File: src/rtl/sll_access_arbiter.sv
// Round-robin front end that shares one singly linked list engine between NUM_REQ clients.
// One operation in flight at a time; a watchdog answers with a timeout if the list stalls.
module sll_access_arbiter #(
  parameter int NUM_REQ     = 4,
  parameter int DATA_WIDTH  = 8,
  parameter int ADDR_WIDTH  = 4,
  parameter int TIMEOUT_CYC = 64
) (
  input  logic                            clk,
  input  logic                            rst,
  input  logic [NUM_REQ-1:0]              req_valid,
  input  logic [3*NUM_REQ-1:0]            req_op,
  input  logic [DATA_WIDTH*NUM_REQ-1:0]   req_data,
  input  logic [ADDR_WIDTH*NUM_REQ-1:0]   req_addr,
  output logic [NUM_REQ-1:0]              req_ready,
  output logic [NUM_REQ-1:0]              rsp_valid,
  output logic [DATA_WIDTH-1:0]           rsp_data,
  output logic [ADDR_WIDTH-1:0]           rsp_next_addr,
  output logic                            rsp_fault,
  output logic                            rsp_timeout,
  output logic                            busy,
  output logic [$clog2(NUM_REQ)-1:0]      grant_id,
  output logic [2:0]                      ll_op,
  output logic [DATA_WIDTH-1:0]           ll_data_in,
  output logic [ADDR_WIDTH-1:0]           ll_addr_in,
  output logic                            ll_op_start,
  input  logic                            ll_op_done,
  input  logic [DATA_WIDTH-1:0]           ll_data_out,
  input  logic [ADDR_WIDTH-1:0]           ll_next_node_addr,
  input  logic                            ll_fault
);

  localparam int GW = $clog2(NUM_REQ);
  localparam int CW = $clog2(TIMEOUT_CYC);

  typedef enum logic [1:0] {IDLE, BUSY, RESP, DRAIN} state_t;

  state_t          state, state_nxt;
  logic [GW-1:0]   rr_ptr;
  logic [GW-1:0]   winner;
  logic            found;
  logic [CW-1:0]   count;
  logic            accept, capture, timeout, clr_start;

  function automatic logic [GW-1:0] wrap_idx(input int v);
    return GW'(v % NUM_REQ);
  endfunction

  // First requester at or above rr_ptr, wrapping around.
  always_comb begin
    found  = 1'b0;
    winner = '0;
    for (int i = 0; i < NUM_REQ; i++) begin
      if (!found && req_valid[wrap_idx(int'(rr_ptr) + i)]) begin
        found  = 1'b1;
        winner = wrap_idx(int'(rr_ptr) + i);
      end
    end
  end

  always_comb begin
    state_nxt = state;
    req_ready = '0;
    rsp_valid = '0;
    accept    = 1'b0;
    capture   = 1'b0;
    timeout   = 1'b0;
    clr_start = 1'b0;
    case (state)
      IDLE: begin
        if (found) begin
          accept            = 1'b1;
          req_ready[winner] = 1'b1;
          state_nxt         = BUSY;
        end
      end
      BUSY: begin
        // A completion on the last watchdog cycle still counts as a normal response.
        if (ll_op_done) begin
          capture   = 1'b1;
          clr_start = 1'b1;
          state_nxt = RESP;
        end else if (count == CW'(TIMEOUT_CYC - 1)) begin
          timeout   = 1'b1;
          state_nxt = RESP;
        end
      end
      RESP: begin
        rsp_valid[grant_id] = 1'b1;
        // rsp_timeout doubles as the "operation still outstanding" flag here.
        if (rsp_timeout && !ll_op_done) begin
          state_nxt = DRAIN;
        end else begin
          state_nxt = IDLE;
          clr_start = rsp_timeout;
        end
      end
      DRAIN: begin
        if (ll_op_done) begin
          clr_start = 1'b1;
          state_nxt = IDLE;
        end
      end
      default: state_nxt = IDLE;
    endcase
  end

  always_ff @(posedge clk) begin
    if (rst) begin
      state         <= IDLE;
      rr_ptr        <= '0;
      grant_id      <= '0;
      count         <= '0;
      ll_op         <= '0;
      ll_data_in    <= '0;
      ll_addr_in    <= '0;
      ll_op_start   <= 1'b0;
      rsp_data      <= '0;
      rsp_next_addr <= '0;
      rsp_fault     <= 1'b0;
      rsp_timeout   <= 1'b0;
    end else begin
      state <= state_nxt;
      if (state == BUSY) begin
        count <= count + 1'b1;
      end
      if (accept) begin
        ll_op       <= req_op[3*int'(winner) +: 3];
        ll_data_in  <= req_data[DATA_WIDTH*int'(winner) +: DATA_WIDTH];
        ll_addr_in  <= req_addr[ADDR_WIDTH*int'(winner) +: ADDR_WIDTH];
        ll_op_start <= 1'b1;
        grant_id    <= winner;
        rr_ptr      <= wrap_idx(int'(winner) + 1);
        count       <= '0;
      end
      if (capture) begin
        rsp_data      <= ll_data_out;
        rsp_next_addr <= ll_next_node_addr;
        rsp_fault     <= ll_fault;
        rsp_timeout   <= 1'b0;
      end
      if (timeout) begin
        rsp_data      <= '0;
        rsp_next_addr <= '0;
        rsp_fault     <= 1'b1;
        rsp_timeout   <= 1'b1;
      end
      if (clr_start) begin
        ll_op_start <= 1'b0;
      end
    end
  end

  assign busy = (state != IDLE);

endmodule

File: config.mk
export PLATFORM = sky130hd
export DESIGN_NAME = sll_access_arbiter
export DESIGN_NICKNAME = d
export VERILOG_FILES = /design/src/rtl/sll_access_arbiter.sv
export SDC_FILE = /design/constraint.sdc
export NUM_CORES = 1
export LEC_CHECK = 0
export CORE_MARGIN = 2
export CORE_UTILIZATION = 40
export DETAILED_ROUTE_END_ITERATION = 10
export HOLD_SLACK_MARGIN = 0.02
export PLACE_DENSITY = 0.84
export SLEW_MARGIN = 0
export SYNTH_ARGS = -nofsm -noshare
export SYNTH_HDL_FRONTEND = slang
export SYNTH_SLANG_ARGS = --single-unit
File: constraint.sdc
create_clock -name clk -period 3.6 [get_ports clk]
set_input_delay 0.9 -clock clk [delete_from_list [all_inputs] [get_ports clk]]
set_output_delay 0.9 -clock clk [all_outputs]
set_load 0.01 [all_outputs]
### Word level (Yosys, flattened, before mapping)

Cells that the tools add are included.

* bitwise operators: 0
* $lt $le $gt $ge: 8
* muxes and demuxes: 42
* divide/modulo/power cells: 0
* shift-type cells: 3
* multipliers: 1
* reductions and logical operators: 18
* equal/unequal tests: 7
* add/subtract/negate cells: 5

Operators with widths (count)
* $shiftx A32 B6 Y8: 1
* $mux W1: 22
* $lt A2 B3 Y1 const B: 6
* $mux W2: 9
* $shiftx A16 B5 Y4: 1
* $mux W4: 3
* $shiftx A12 B5 Y3: 1
* $bmux W1 S2: 4
* $pmux W2 S4: 1
* $reduce_or A2 Y1: 4
* $add A6 B1 Y6 const B: 1
* $eq A6 B6 Y1 const B: 1
* $logic_and A1 B1 Y1: 6
* $add A2 B1 Y2 const B: 2
* $add A2 B2 Y2 const B: 2
* $demux W1 S2: 2
* $eq A2 B2 Y1 const B: 2
* $ge A2 B1 Y1 const B: 2
* $logic_not A1 Y1: 4
* $mul A2 B2 Y4 const A: 1
* $ne A2 B2 Y1 const B: 2
* $reduce_bool A2 Y1: 2
* $ne A3 B3 Y1 const B: 1
* $reduce_and A3 Y1: 1
* other kinds (3): 3

* bits in latches: 0
* memory bits (read-only): 0
* memories kept: 0
* RAM bits: 0
* bits in registers: 42
* input bits: 80

### Logic depth before layout (Yosys ltp)

* depth in word-level cells: 18
* gate-level depth with buffers: 8
* gate-level depth less buffers: 6

### Least setup slack after synthesis

No wires, ideal clock.

* kind: input to output
* start: in req_valid[1]
* end: out req_ready[2]
* arrival time: 1.857 ns
* buffers on the path: 2
* slack: 0.843 ns
* stages: 7
* required time: 2.700 ns
* cell sequence: nand2b_2 a21oi_2 o32a_1 buf_6 buf_6 inv_1 nor2_1

* longest elaborated chain between the ends: 18
* elaborated cells on any way between the ends: 29
* those cells by class: order compare (2); mux (20); reduce/logical (7)

Ends and longest elaborated chain
* from (decl): RTL line 11 `input logic [NUM_REQ-1:0] req_valid,`
* $bmux W1 S2: RTL line 54 `if (!found && req_valid[wrap_idx(int'(rr_ptr) + i)]) begin`
* $mux W1 (not written as such): RTL line 54
* $mux W1: RTL line 54
* $logic_not A1 Y1: RTL line 54
* $logic_and A1 B1 Y1: RTL line 54
* $mux W1: RTL line 54
* $logic_not A1 Y1: RTL line 54
* $logic_and A1 B1 Y1: RTL line 54
* [2 not listed]
* $logic_and A1 B1 Y1: RTL line 54
* $mux W2: RTL line 54
* $lt A2 B3 Y1 (not written as such) or $ge A2 B1 Y1 (tied branches): RTL line 73 `req_ready[winner] = 1'b1;`
* $logic_and A1 B1 Y1 (not written as such): RTL line 73
* $mux W1 (not written as such): RTL line 73
* $demux W1 S2: RTL line 73
* $mux W4 (*): RTL line 71 `if (found) begin`
* $mux W4 (*): RTL line 69 `case (state)`
* to (decl): RTL line 15 `output logic [NUM_REQ-1:0] req_ready,`

Every way passes the cells marked *; elsewhere a longest branch is shown, timed or not. The select of a mux whose other input is x is not followed.

### Final worst setup path

* start: in req_valid[1]
* end: out req_ready[0]

The elaborated chain is that of the path after synthesis.

==> results.md <==
* Final Cell Area at 3480 um2
* Final Max Tran Viols at 0
* Drt total wl at 5580 um
* Clock tree buffer depth at 2
* Ys async rst share at 0%
* Syn_nets at 318
* Hold slack at 0.458 ns
* Dpl cell area at 3340 um2
* Fmax achieved at 285 MHz
* Post-synth top flop: dfxtp_1
* RSZ-0062 raised after global routing: no
* CTS Root Cell: clkbuf_8
* WS Path Type: input port to output pin
* Antenna violation net count after detailed routing at 0
* Gate Count Post-Synth at 237
* Status: complete, no violations
* Chip height at 76.3 um
* Leakage power at 1.35 nW
* Hold Fails Final Rpt at 0
* DR iter-0 viols at 62
* Area growth syn-to-layout at 66.2%
* Yosys top cell by area: dfxtp_1
* Clock Sinks at 42
* Distinct cells, synth at 40
* Max Cap Viol at 0
* Row count at 26
* Final Worst Setup Slack at 0.0911 ns
* First-pass GRT wire length at 9140 um
* Synthesized cell area at 2090 um2
* Crit path from: req_valid[1]
* Layout cells sized above 1 at 7.54%
* Share of the synthesized area in the top cell type at 40.2%
* H-tree levels at 2
* R2R depth at 5
* Starting density of the core at 41.2%
* R2R Path End: rsp_data[5]
* R2r startpoint: state[0]
* Core area at 5070 um2
* Placed cells at 420
* Final setup violation count at 0
* EDFF count, synth at 0
* Post-synthesis register bit count at 42
* WL/cell at 13.0 um
* WP data arrival at 2.61 ns
* Detailed Routing Iterations Pass 1 at 4
* Grt ovf at 0
* Dominant cells by area after synthesis: dfxtp_1, mux2i_1, nand2_1, o221ai_1, a21oi_1
* Port Buf Inserts at 120
* Slew headroom at 58.3%
* Clock Skews at 0.00434 ns
* Post-synthesis sequential area ratio at 40.2%
* Reg2reg setup slack at 1.65 ns
* Post-DP HPWL at 4300 um
* I/O Pins at 121
* Final #Nets at 438
* Critical Path Source Type: input port
* Diode count at 0
* Worst VDD drop at 0.231 mV
* Die Area at 5820 um2
* GPL Wtd Cong at 0.796
* Initial antenna violation count at 0
* Tmin final at 3.51 ns
* Crit share post-route at 97.5%
* Syn Area/Cell at 8.82 um2
* Yosys warns at 0
* Worst path required time at 2.70 ns
* Vias at 2137
* CP Max Fanout at 5
* Worst hold path class: flip-flop to flip-flop
* CTS Buf Count at 5
* CTS tree: built
* Worst-path clk slew at 0.08 ns
* Skew-Pair Late Insertion Delay at 0.29 ns
* Via density at 4.99
* Die width at 76.3 um
* Largest net degree at the start of global routing at 32
* Fin cells at 428
* Final Power at 1.35 mW
* Fillcell total at 430
* Crit path capture type: output pin
* Worst setup endpoint: req_ready[0]
* All-Layer GR Usage at 19.1%
* Worst Max-Slew Pin Slew at 0.625 ns
* DRC Markers at 0
* P per Cell Area at 387 nW/um2
* DP Worst Slack at -0.0269 ns
* Number of global-route vias before repair at 2002
## worst max-delay path, stage by stage
cell and delay (ns):
clkdlybuf4s50_1 0.47, nand2b_2 0.15, a21oi_2 0.04, o32a_2 0.41, nor2_1 0.11, clkdlybuf4s50_1 0.53
## per-layer routing
| layer | wire, um | vias to the layer above | share of wire [%] | global-route usage (%) |
|---|---|---|---|---|
| li1 | - | 1077 | - | - |
| met1 | 2300 | 992 | 41 | 21.2 |
| met2 | 2900 | 56 | 52 | 34.4 |
| met3 | 260 | 12 | 4.7 | 4.62 |
| met4 | 112 | 0 | 2.0 | 8.18 |
| met5 | 0 | - | 0 | 0 |
## through the flow
step | setup TNS, ns | utilization (%)
4_1_cts | 0 | 68.0
5_1_grt | 0 | 68.5
6_report | 0 | 68.5
3_5_place_dp | -0.0585 | 65.7
3_3_place_gp | 0 | 65.7
2_1_floorplan | 0 | -
## worst min-delay path by stage
stage / from / endpoint / slack (ns) / cells after the start
after floorplan: count[5] / count[5] / 0.46 / 2
after CTS: rsp_next_addr[0] / rsp_next_addr[0] / 0.46 / 2
after detailed placement: rsp_data[1] / rsp_data[1] / 0.45 / 2
after global placement: rsp_data[4] / rsp_data[4] / 0.44 / 2
final: rsp_data[4] / rsp_data[4] / 0.46 / 2
after global routing: rsp_next_addr[3] / rsp_next_addr[3] / 0.48 / 2
## layout make-up
class	count	area, um2	area share, %
multi-input cells	177	1150	33.2
clock buffers	5	68.8	1.98
flip-flops and latches	42	841	24.2
inverters	4	15.0	0.432
repair buffers	127	1270	36.4
well taps	70	87.6	2.52
clock inverters	3	45.0	1.30
## state kept, by name, summed over array words and instances, names as in the netlist, 2 cells and up
| register | cells |
|---|---|
| count | 6 |
| grant_id | 2 |
| ll_addr_in | 4 |
| ll_data_in | 8 |
| ll_op | 3 |
| rr_ptr | 2 |
| rsp_data | 8 |
| rsp_next_addr | 4 |
| state | 2 |
## synth_stat cells (2+ instances only)
library cell / n
xor2_1: 3
buf_6: 3
a21oi_2: 2
xnor2_1: 2
clkbuf_1: 3
nor4bb_1: 2
mux2i_1: 31
buf_2: 6
o221ai_1: 15
o21ai_0: 3
nor2b_1: 3
nand4_1: 3
inv_1: 4
nor2_2: 2
nor3_1: 4
nand2_1: 47
nor2_1: 19
nand2b_2: 3
o21a_1: 2
nand2b_1: 3
dfxtp_1: 42
a21oi_1: 17
## timing repair
item                                    in CTS  in global routing
hold buffers                                 0                  0
hold endpoints to repair                     0                  0
gates resized for setup                      1                  7
setup buffers                                0                  0
pin swaps                                    1                  2
endpoints found under the setup margin       4                  4
## placed cells by master (no fill, tap or decap), types with 3 or more instances in the layout
cell             Yosys  layout
xor2_1               3       3
nand2b_1             3       3
nand2_1             47      47
inv_1                4       4
nor3_1               4       4
clkdlybuf4s50_1      0     115
o221ai_1            15      15
dlymetal6s2s_1       0       5
dfxtp_1             42      42
clkbuf_8             0       5
o21ai_0              3       3
nand4_1              3       3
buf_4                1       7
nor2_1              19      19
a21oi_1             17      17
mux2i_1             31      31
nand2b_2             3       3
## cells by family after synthesis
| family | Yosys count | synth area share, % |
|---|---|---|
| simple gates | 94 | 21.4 |
| buf+inv | 18 | 5.39 |
| compound gates | 46 | 15.5 |
| fa+ha+maj | 1 | 0.598 |
| xor+xnor | 5 | 2.09 |
| mux | 31 | 14.8 |
| flops | 42 | 40.2 |
## power by group
part | internal [mW] | switching [mW] | leakage (nW)
combinational | 0.253 | 0.177 | 0.960
clock | 0.206 | 0.166 | 0.0504
sequential | 0.511 | 0.0326 | 0.344
No activity file was read; power rests on OpenSTA's default activity.
